**src/rtl/riva_pkg.sv**
```systemverilog
// Core-wide scalar types shared by the vector load/store path.
// Pure type definitions, no logic.
// No flow control of its own.
package riva_pkg;

   localparam int unsigned ELEN = 32;

   typedef logic [ELEN-1:0] elen_t;

endpackage

```
**src/rtl/mlsu_pkg.sv**
```systemverilog
// Types and constants for the MLSU fragmenter / transaction issuer pair.
// Pure type definitions, no logic.
// No flow control of its own.
package mlsu_pkg;

   localparam int unsigned REQ_ID_W     = 4;
   localparam int unsigned SEG_CNT_W    = 8;
   localparam int unsigned TXN_CNT_W    = 16;
   localparam int unsigned LEN_W        = 14;    // holds 1..8192 nibbles
   localparam int unsigned PAGE_OFF_W   = 13;
   localparam int unsigned PAGE_NIBBLES = 8192;  // one memory page, in nibbles

   // request-global part of a descriptor, as produced by the fragmenter
   typedef struct packed {
      logic [REQ_ID_W-1:0]  req_id;
      logic                 is_load;
      logic [SEG_CNT_W-1:0] rmn_seg;
      logic [SEG_CNT_W-1:0] rmn_grp;
   } glb_meta_t;

   // segment-level part: nibble base address, txn index within segment, tail length
   typedef struct packed {
      riva_pkg::elen_t      seg_base_addr;
      logic [TXN_CNT_W-1:0] txn_num;
      logic [TXN_CNT_W-1:0] txn_cnt;
      logic [LEN_W-1:0]     lt_n;
   } seglv_meta_t;

   typedef enum logic [1:0] {
      S_ISSUE = 2'd0,
      S_DRAIN = 2'd1,
      S_DONE  = 2'd2
   } state_e;

endpackage

```
**src/rtl/mlsu_txn_issuer_txn_addr_gen.sv**
```systemverilog
// Turns one segment-level descriptor into a byte address and a nibble length.
// Purely combinational, zero latency.
// No flow control; the caller registers the result.
module txn_addr_gen
   import mlsu_pkg::*;
#(
   parameter type meta_seglv_t = seglv_meta_t
) (
   input  meta_seglv_t       seglv,
   output riva_pkg::elen_t   addr,
   output logic [LEN_W-1:0]  len
);

   localparam int unsigned AW = $bits(riva_pkg::elen_t);

   logic [PAGE_OFF_W-1:0] page_off;
   riva_pkg::elen_t       page_base;
   riva_pkg::elen_t       cnt_off;
   riva_pkg::elen_t       nib_addr;

   // first txn starts at the raw base, later ones at page boundaries; address wraps silently
   always_comb begin
      page_off  = seglv.seg_base_addr[PAGE_OFF_W-1:0];
      page_base = {seglv.seg_base_addr[AW-1:PAGE_OFF_W], {PAGE_OFF_W{1'b0}}};
      cnt_off   = AW'(seglv.txn_cnt) << PAGE_OFF_W;
      nib_addr  = (seglv.txn_cnt == '0) ? seglv.seg_base_addr : (page_base + cnt_off);
      addr      = nib_addr >> 1;
      if (seglv.txn_num == '0) begin
         len = seglv.lt_n - LEN_W'(page_off);
      end else if (seglv.txn_cnt == '0) begin
         len = LEN_W'(PAGE_NIBBLES) - LEN_W'(page_off);
      end else if (seglv.txn_cnt < seglv.txn_num) begin
         len = LEN_W'(PAGE_NIBBLES);
      end else begin
         len = seglv.lt_n;
      end
   end

endmodule

```
**src/rtl/mlsu_txn_issuer.sv**
```systemverilog
// Issues memory transactions from fragmenter descriptors, tracks responses, signals request completion.
// Descriptor accepted in cycle N appears on txn_* in cycle N+1; done pulses one cycle after full drain.
// txn_* holds under txn_ready_i low; descriptors stall on a busy output or MaxOutstanding in flight.
module mlsu_txn_issuer
   import mlsu_pkg::*;
#(
   parameter int unsigned MaxOutstanding = 8,
   parameter type meta_glb_t   = glb_meta_t,
   parameter type meta_seglv_t = seglv_meta_t
) (
   input  logic                clk_i,
   input  logic                rst_ni,
   input  logic                meta_valid_i,
   output logic                meta_ready_o,
   input  meta_glb_t           meta_glb_i,
   input  meta_seglv_t         meta_seglv_i,
   output logic                txn_valid_o,
   input  logic                txn_ready_i,
   output riva_pkg::elen_t     txn_addr_o,
   output logic [LEN_W-1:0]    txn_len_o,
   output logic                txn_is_load_o,
   output logic [REQ_ID_W-1:0] txn_id_o,
   input  logic                rsp_valid_i,
   output logic                rsp_ready_o,
   output logic                done_valid_o,
   output logic [REQ_ID_W-1:0] done_id_o,
   output logic                err_o
);

   localparam int unsigned CntW = $clog2(MaxOutstanding + 1);

   state_e                state_q, state_d;
   logic [CntW-1:0]       outstanding_q;
   logic [CntW:0]         pending;
   logic                  credit_ok;
   logic                  txn_hs;
   logic                  meta_fire;
   logic                  is_final;
   riva_pkg::elen_t       gen_addr;
   logic [LEN_W-1:0]      gen_len;

   txn_addr_gen #(
      .meta_seglv_t (meta_seglv_t)
   ) u_addr_gen (
      .seglv (meta_seglv_i),
      .addr  (gen_addr),
      .len   (gen_len)
   );

   // a txn sitting in the output register already claims a credit
   assign pending     = {1'b0, outstanding_q} + {{CntW{1'b0}}, txn_valid_o};
   assign credit_ok   = pending < (CntW+1)'(MaxOutstanding);
   assign txn_hs      = txn_valid_o && txn_ready_i;
   assign meta_fire   = meta_valid_i && meta_ready_o;
   assign is_final    = (meta_glb_i.rmn_grp == '0) && (meta_glb_i.rmn_seg == '0) &&
                        (meta_seglv_i.txn_cnt == meta_seglv_i.txn_num);
   assign rsp_ready_o = 1'b1;

   // next state, descriptor acceptance and done pulse
   always_comb begin
      state_d      = state_q;
      meta_ready_o = 1'b0;
      done_valid_o = 1'b0;
      unique case (state_q)
         S_ISSUE: begin
            meta_ready_o = (!txn_valid_o || txn_ready_i) && credit_ok;
            if (meta_valid_i && meta_ready_o && is_final) begin
               state_d = S_DRAIN;
            end
         end
         S_DRAIN: begin
            if (!txn_valid_o && (outstanding_q == '0)) begin
               state_d = S_DONE;
            end
         end
         S_DONE: begin
            done_valid_o = 1'b1;
            state_d      = S_ISSUE;
         end
         default: state_d = S_ISSUE;
      endcase
   end

   // state register
   always_ff @(posedge clk_i or negedge rst_ni) begin
      if (!rst_ni) begin
         state_q <= S_ISSUE;
      end else begin
         state_q <= state_d;
      end
   end

   // output register: load on accept, hold until taken
   always_ff @(posedge clk_i or negedge rst_ni) begin
      if (!rst_ni) begin
         txn_valid_o   <= 1'b0;
         txn_addr_o    <= '0;
         txn_len_o     <= '0;
         txn_is_load_o <= 1'b0;
         txn_id_o      <= '0;
      end else if (meta_fire) begin
         txn_valid_o   <= 1'b1;
         txn_addr_o    <= gen_addr;
         txn_len_o     <= gen_len;
         txn_is_load_o <= meta_glb_i.is_load;
         txn_id_o      <= meta_glb_i.req_id;
      end else if (txn_hs) begin
         txn_valid_o   <= 1'b0;
      end
   end

   // request id reported by the done pulse, captured with the final descriptor
   always_ff @(posedge clk_i or negedge rst_ni) begin
      if (!rst_ni) begin
         done_id_o <= '0;
      end else if (meta_fire && is_final) begin
         done_id_o <= meta_glb_i.req_id;
      end
   end

   // in-flight counter; a response with nothing in flight is flagged, never underflows
   always_ff @(posedge clk_i or negedge rst_ni) begin
      if (!rst_ni) begin
         outstanding_q <= '0;
         err_o         <= 1'b0;
      end else if (txn_hs && !rsp_valid_i) begin
         outstanding_q <= outstanding_q + CntW'(1);
      end else if (!txn_hs && rsp_valid_i) begin
         if (outstanding_q != '0) begin
            outstanding_q <= outstanding_q - CntW'(1);
         end else begin
            err_o <= 1'b1;
         end
      end
   end

endmodule
```
**config.mk**
```make
export PLATFORM = sky130hd
export DESIGN_NAME = mlsu_txn_issuer
export DESIGN_NICKNAME = d
export VERILOG_FILES = /design/src/rtl/riva_pkg.sv /design/src/rtl/mlsu_pkg.sv /design/src/rtl/mlsu_txn_issuer_txn_addr_gen.sv /design/src/rtl/mlsu_txn_issuer.sv
export SDC_FILE = /design/constraint.sdc
export NUM_CORES = 1
export LEC_CHECK = 0
export ABC_AREA = 1
export BUFFER_PORTS_ARGS = -buffer_cell sky130_fd_sc_hd__buf_2
export CAP_MARGIN = 20
export CORE_ASPECT_RATIO = 0.7
export CORE_MARGIN = 2
export CORE_UTILIZATION = 49
export DETAILED_ROUTE_END_ITERATION = 8
export GPL_TIMING_DRIVEN = 0
export PLACE_DENSITY = 0.88
export SLEW_MARGIN = 0
export SYNTH_ARGS = -nofsm -noshare
export SYNTH_HDL_FRONTEND = slang
export SYNTH_HIERARCHICAL = 1
export SYNTH_SLANG_ARGS = --single-unit
```
**constraint.sdc**
```tcl
create_clock -name clk_i -period 1.79 [get_ports clk_i]
set_clock_uncertainty 0.15 [all_clocks]
set_input_delay 0.358 -clock clk_i [delete_from_list [all_inputs] [get_ports clk_i]]
set_output_delay 0.358 -clock clk_i [all_outputs]
set_load 0.02 [all_outputs]
```
==> impl_metrics.tcl, run 1 <==
set metrics [dict create \
    drive_gt1_frac 0.465 \
    multi_input_area_um2 5000 \
    root_buffer "clkbuf_16" \
    tritoncts "done" \
    die_h_um 97.4 \
    postPlaceCellArea_um2 7550 \
    seqPwrFrac 0.251 \
    stdcell_area_um2 9380 \
    nets 1241 \
    final_hold_viol_count 34 \
    antenna_found_initial 0 \
    power.switching_mw 3.67 \
    arrival_ns 2.12 \
    fillers 814 \
    whs_ns -0.0214 \
    via_per_inst 5.56 \
    syn2layout_area_growth_pct 53.5 \
    first_global_vias 6384 \
    post-route-drc-count 0 \
    p_sw_frac 0.397 \
    status "complete, but fails checks" \
    synth_warnings 6 \
    cp-start-kind "primary input" \
    final.min_clock_period_ns 2.05 \
    io_pins 164 \
    drtIter0Drc 726 \
    grt_max_degree 64 \
    ant_nets 0 \
    setup_violations 50 \
    reg2reg_from "txn_valid_o$_DFFE_PN0P_" \
    dp.cells 1182 \
    initial_core_util 0.497 \
    diodes 0 \
    netlist_area_um2 6110 \
    seq_area_frac_synth 0.258 \
    synth_nets 1014 \
    grt_pass1_wl_mm 32.4 \
    portBuffers 162 \
    cp_data_required_time_ns 1.86 \
    overflow 0 \
    fmax_ghz 0.488 \
    p_clk_frac 0.218 \
    rrSetupSlack_ns -0.09 \
    leakage_nw 4.90 \
    hold_path_class "in2async" \
    drv_cap 0 \
    failed_checks "hold timing, setup timing" \
    worst-path-max-fanout 4 \
    rsz0062_at_grt "true" \
    p_comb_frac 0.531 \
    min_period_over_period 1.15 \
    htree_levels 3 \
    syn_inst 858 \
    ys_types 41 \
    ys_seq_elements 63 \
    finalWorstSetupSlack_ns -0.261 \
    layoutNonFillerInstCount 1252 \
    wirelength_mm 22.8 \
    die-area_um2 13400 \
    slew-limit-headroom 0.433 \
    crit_type "in2reg" \
    rr_endpoint "outstanding_q[3]$_DFFE_PN0P_" \
    firstDrtPassIters 6 \
    worst_slew_pin_slew_ns 0.850 \
    cts_hold_buf 0 \
    reg2reg_depth 11 \
    die_w_um 137 \
    numCtsBuffers 9 \
    wl_per_cell_um 18.2 \
    vdd_drop_max_mv 1.02 \
    std_cell_rows 34 \
    syn-mean-instance-area_um2 7.12 \
    regArea_um2 1580 \
    clk_pin_slew_worst_paths_ns 0.06 \
    cts_sinks 63 \
    power_mw 9.25 \
    cts_buffer_depth 2 \
    core_area_um2 12300 \
    vias 6957 \
    hpwl_mm 14.3 \
    drv_slew 0 \
    powerDensity_nw_per_um2 986 \
    place_congestion 0.924 \
    internal_power_mw 5.58 \
    track_usage 0.311 \
    crit_path_end_kind "flop" \
    clock_latency_ns 0.34 \
]
-- layout make-up --
type	instances	share of cell area
clock buffer	10	0.0255
timing repair buffer	215	0.166
sequential	63	0.169
clock inverter	6	0.0100
multi-input combinational	661	0.534
inverter	118	0.0547
buffer	17	0.0205
tap	162	0.0216
-- cells in the mapped netlist (all sizes together) --
master  number  area share
nor3         6      0.0068
o211ai       1      0.0012
fa           3      0.0098
mux2        51        0.12
o21ai       32       0.027
dfrtp       63        0.26
conb         2      0.0012
xnor2        8       0.011
a21o         3      0.0037
nand3       43       0.037
or2          4      0.0041
buf         17       0.023
a31oi        1      0.0010
ha          49        0.10
o21a         1      0.0012
a21oi       50       0.043
xor2         9       0.013
nand4       15       0.015
nand2      257        0.16
a211oi       1      0.0012
inv        118       0.072
nor2       117       0.076
o21bai       3      0.0043
nand3b       4      0.0049
-- power groups by stage --
stage               registers (mW)  clock network [mW]  logic [mW]
floorplan                     2.83                   0        2.19
global placement              2.28                   0        3.81
detailed placement            2.31                   0        3.90
CTS                           2.31                2.03        4.24
global route                  2.38                2.11        5.21
finish                        2.33                2.02        4.91
-- critical path, stage by stage --
cell and delay [ns]:
buf_8 0.08, ha_4 0.13, inv_2 0.03, fa_2 0.36, o21ai_4 0.22, buf_6 0.13
nand4_1 0.11, nand3_2 0.13, nand2_2 0.07, nand2_4 0.08, nand2_1 0.05, nand2_1 0.06
nand2_1 0.04, mux2_4 0.26
-- per-layer routing --
layer | track usage | wire length, um | up-vias
met3 | 0.0892 | 2610 | 81
met1 | 0.439 | 9660 | 3214
met4 | 0.0793 | 590 | 0
met2 | 0.468 | 9930 | 454
li1 | - | - | 3208
met5 | 0 | 0 | -
-- sequential cells by signal, indices dropped and copies added, names as in the netlist --
register and count:
state_q 2, txn_len_o 14, done_id_o 4, txn_valid_o 1, outstanding_q 4, txn_id_o 4
txn_addr_o 32, err_o 1, txn_is_load_o 1
-- how the worst max path moves through the flow --
stage | slack [ns] | to | cells after the start | start
final | -0.26 | txn_addr_o[30]$_DFFE_PN0P_ | 14 | meta_seglv_i[59]
after detailed placement | -0.71 | txn_addr_o[22]$_DFFE_PN0P_ | 12 | meta_seglv_i[14]
after global routing | -0.34 | txn_len_o[12]$_DFFE_PN0P_ | 13 | meta_seglv_i[0]
after floorplan | -0.30 | txn_addr_o[22]$_DFFE_PN0P_ | 11 | meta_seglv_i[14]
after CTS | -0.20 | txn_addr_o[22]$_DFFE_PN0P_ | 12 | meta_seglv_i[59]
after global placement | -0.67 | txn_len_o[8]$_DFFE_PN0P_ | 15 | meta_seglv_i[35]
-- kinds of logic (layout without fill, tap and decap cells) --
logic type | after synthesis | count (layout) | share of synthesized area
buffers and inverters | 135 | 366 | 0.0950
AOI/OAI and AO/OA | 92 | 92 | 0.0836
muxes | 51 | 51 | 0.124
DFF | 63 | 63 | 0.258
xor gates and xnor gates | 17 | 17 | 0.0244
and+or+nand+nor | 446 | 447 | 0.304
adders and majority gates | 52 | 52 | 0.110
other | 2 | 2 | 0.00123
-- stage by stage --
step / utilization / worst slack (ns) / setup TNS, ns
finish: 0.763 / -0.261 / -4.59
global route: 0.763 / -0.343 / -7.00
CTS: 0.706 / -0.199 / -1.80
detailed placement: 0.614 / -0.710 / -21.77
global placement: 0.614 / -0.668 / -25.26
floorplan: - / -0.297 / -3.36
-- cells in the final DEF, fill, tap and decap left out, types with 23 or more instances in the layout --
cell / netlist / routed
inv_2: 2 / 24
mux2_4: 49 / 50
buf_4: 4 / 48
dfrtp_1: 63 / 59
nand3_1: 42 / 23
nor2_1: 112 / 100
nand2_2: 4 / 33
nand2_1: 253 / 213
buf_6: 7 / 29
buf_2: 5 / 131
ha_4: 0 / 39
inv_1: 116 / 79
-- timing repair --
item                                    4_1_cts  5_1_grt
buffers inserted                             27       24
endpoints found under the setup margin       41       57
gates resized for setup                     136      126
pin swaps                                    64       71
cloned                                        1        4
(Power assumes the default switching activity.)
==> inputs of run 2 (changes only) <==
--- a/config.mk
+++ b/config.mk
@@ -10,10 +10,10 @@
 export CAP_MARGIN = 20
 export CORE_ASPECT_RATIO = 0.7
 export CORE_MARGIN = 2
-export CORE_UTILIZATION = 49
+export CORE_UTILIZATION = 54
 export DETAILED_ROUTE_END_ITERATION = 8
 export GPL_TIMING_DRIVEN = 0
-export PLACE_DENSITY = 0.88
+export PLACE_DENSITY = 0.92
 export SLEW_MARGIN = 0
 export SYNTH_ARGS = -nofsm -noshare
 export SYNTH_HDL_FRONTEND = slang
==> constraint.sdc (replaced) <==
create_clock -name clk_i -period 2.12 [get_ports clk_i]
set_clock_uncertainty 0.15 [all_clocks]
set_input_delay 0.424 -clock clk_i [delete_from_list [all_inputs] [get_ports clk_i]]
set_output_delay 0.424 -clock clk_i [all_outputs]
set_load 0.02 [all_outputs]
==> run 2 against run 1 <==
- the flow now finishes without violations
- routed wire length down 17%
- highest routed layer unchanged
- critical path type unchanged
- sequential share of layout area up 2.8 points
- global-route usage down 1.0 points
- clock-buffer cell count up 1
- via count down 7.4%
- non-clock buffer count down 33
==> impl_metrics.tcl, run 2 (synthesized netlist as in run 1, its figures left out) <==
set metrics [dict create \
    root_buffer "clkbuf_16" \
    firstDrtPassIters 5 \
    min_period_over_period 0.991 \
    antenna_found_initial 0 \
    die-area_um2 12200 \
    via_per_inst 5.33 \
    drtIter0Drc 569 \
    diodes 0 \
    cp-start-kind "primary input" \
    core_area_um2 11000 \
    place_congestion 0.943 \
    track_usage 0.301 \
    reg_top3 "txn_addr_o (32), txn_len_o (14)" \
    vias 6445 \
    post-route-drc-count 0 \
    wirelength_mm 18.9 \
    wl_per_cell_um 15.6 \
    whs_ns 0.0222 \
    die_w_um 131 \
    overflow 0 \
    io_pins 164 \
    slew-limit-headroom 0.477 \
    initial_core_util 0.555 \
    grt_max_degree 64 \
    cts_sinks 63 \
    worst-path-max-fanout 5 \
    crit_path_end_kind "flop" \
    largest_register "txn_addr_o" \
    htree_levels 3 \
    final_hold_viol_count 0 \
    numCtsBuffers 9 \
    tritoncts "done" \
    arrival_ns 2.18 \
    nets 1207 \
    vdd_drop_max_mv 0.613 \
    leakage_nw 4.51 \
    largest_register_ffs 32 \
    clk_pin_slew_worst_paths_ns 0.06 \
    final_common_cell "nand2_1" \
    layout_common_cells "nand2_1, buf_2, nor2_1" \
    ant_nets 0 \
    worst_slew_pin_slew_ns 0.784 \
    drv_cap 0 \
    std_cell_rows 32 \
    setup_violations 0 \
    hpwl_mm 14.0 \
    cts_buffer_depth 2 \
    rsz0062_at_grt "true" \
    hold_path_class "in2async" \
    status "complete, no violations" \
    cts_hold_buf 0 \
    syn2layout_area_growth_pct 31.3 \
    portBuffers 162 \
    drive_gt1_frac 0.338 \
    powerDensity_nw_per_um2 835 \
    power_mw 6.70 \
    crit_type "in2reg" \
    final.min_clock_period_ns 2.10 \
    grt_pass1_wl_mm 29.2 \
    drv_slew 0 \
    reg2reg_depth 10 \
    cp_data_required_time_ns 2.20 \
    fmax_ghz 0.476 \
    finalSetupTns_ns 0 \
    first_global_vias 5861 \
    clock_latency_ns 0.34 \
    die_h_um 93.0 \
]
-- run 2: cell count changes in the layout (fill, tap and decap cells not counted), moves of 16 or more --
| cell | change |
|---|---|
| buf_2 | +29 |
| inv_1 | +28 |
| buf_4 | -26 |
| ha_1 | +21 |
| ha_4 | -21 |
| inv_2 | -17 |
| buf_6 | -16 |
| nand3_1 | +16 |
-- run 2: what timing repair did --
action	CTS	global route
pin swaps	5	35
buffers inserted	4	15
setup endpoints to repair	9	25
gates cloned	1	0
gates resized for setup	5	99
-- run 2: worst paths after layout --
check | from | slack [ns] | end
worst max-delay path | meta_seglv_i[16] | 0.02 | txn_len_o[10]$_DFFE_PN0P_
worst min register to register | state_q[1]$_DFFE_PN0P_ | 0.28 | state_q[1]$_DFFE_PN0P_
max in group asynchronous | rst_ni | 1.29 | txn_addr_o[24]$_DFFE_PN0P_
worst min-delay path | rst_ni | 0.02 | txn_addr_o[31]$_DFFE_PN0P_
min in group clk_i | txn_ready_i | 0.16 | txn_valid_o$_DFFE_PN0P_
worst max register to register | txn_valid_o$_DFFE_PN0P_ | 0.19 | outstanding_q[3]$_DFFE_PN0P_
-- run 2: worst max-delay path, cell delays in order --
cell	delay, ns
buf_2	0.14
ha_1	0.32
nand2_1	0.07
inv_1	0.04
nand2_1	0.06
nand2_1	0.06
nand2_1	0.08
nand2_1	0.10
nand2_2	0.11
nand2_4	0.09
buf_6	0.16
nand2_2	0.05
nand2_1	0.04
nand2_1	0.09
nand2_2	0.08
mux2_4	0.27
-- run 2: routing by layer --
layer  part of all wire  wire, um  GRT usage
met4              0.016       295     0.0598
met1               0.46      8680      0.435
met2               0.42      7920      0.448
met3               0.11      2010     0.0894
met5                  0         0          0
-- run 2: power breakdown --
part	internal, mW	leakage, nW	total (mW)	switching [mW]
logic	1.55	3.58	3.40	1.85
clock network	0.791	0.129	1.38	0.586
registers	1.64	0.794	1.92	0.286
total	3.98	4.51	6.70	2.72
-- run 2: layout make-up --
class / count / area [um2]
clock inverters: 5 / 35.0
inverters: 118 / 455
fillers: 856 / 2990
repair buffers: 182 / 1020
well taps: 153 / 191
clock buffers: 11 / 233
multi-input cells: 660 / 4370
flip-flops and latches: 63 / 1580
plain buffers: 17 / 141
-- run 2: through the flow --
stage	setup slack (ns)	utilization	std cells	cell area [um2]
2_1_floorplan	-0.0328	-	858	6140
3_3_place_gp	-0.362	0.648	1173	7140
3_5_place_dp	-0.417	0.649	1173	7140
4_1_cts	0.00491	0.678	1194	7470
5_1_grt	-0.0745	0.728	1209	8020
6_report	0.0192	0.728	1209	8020
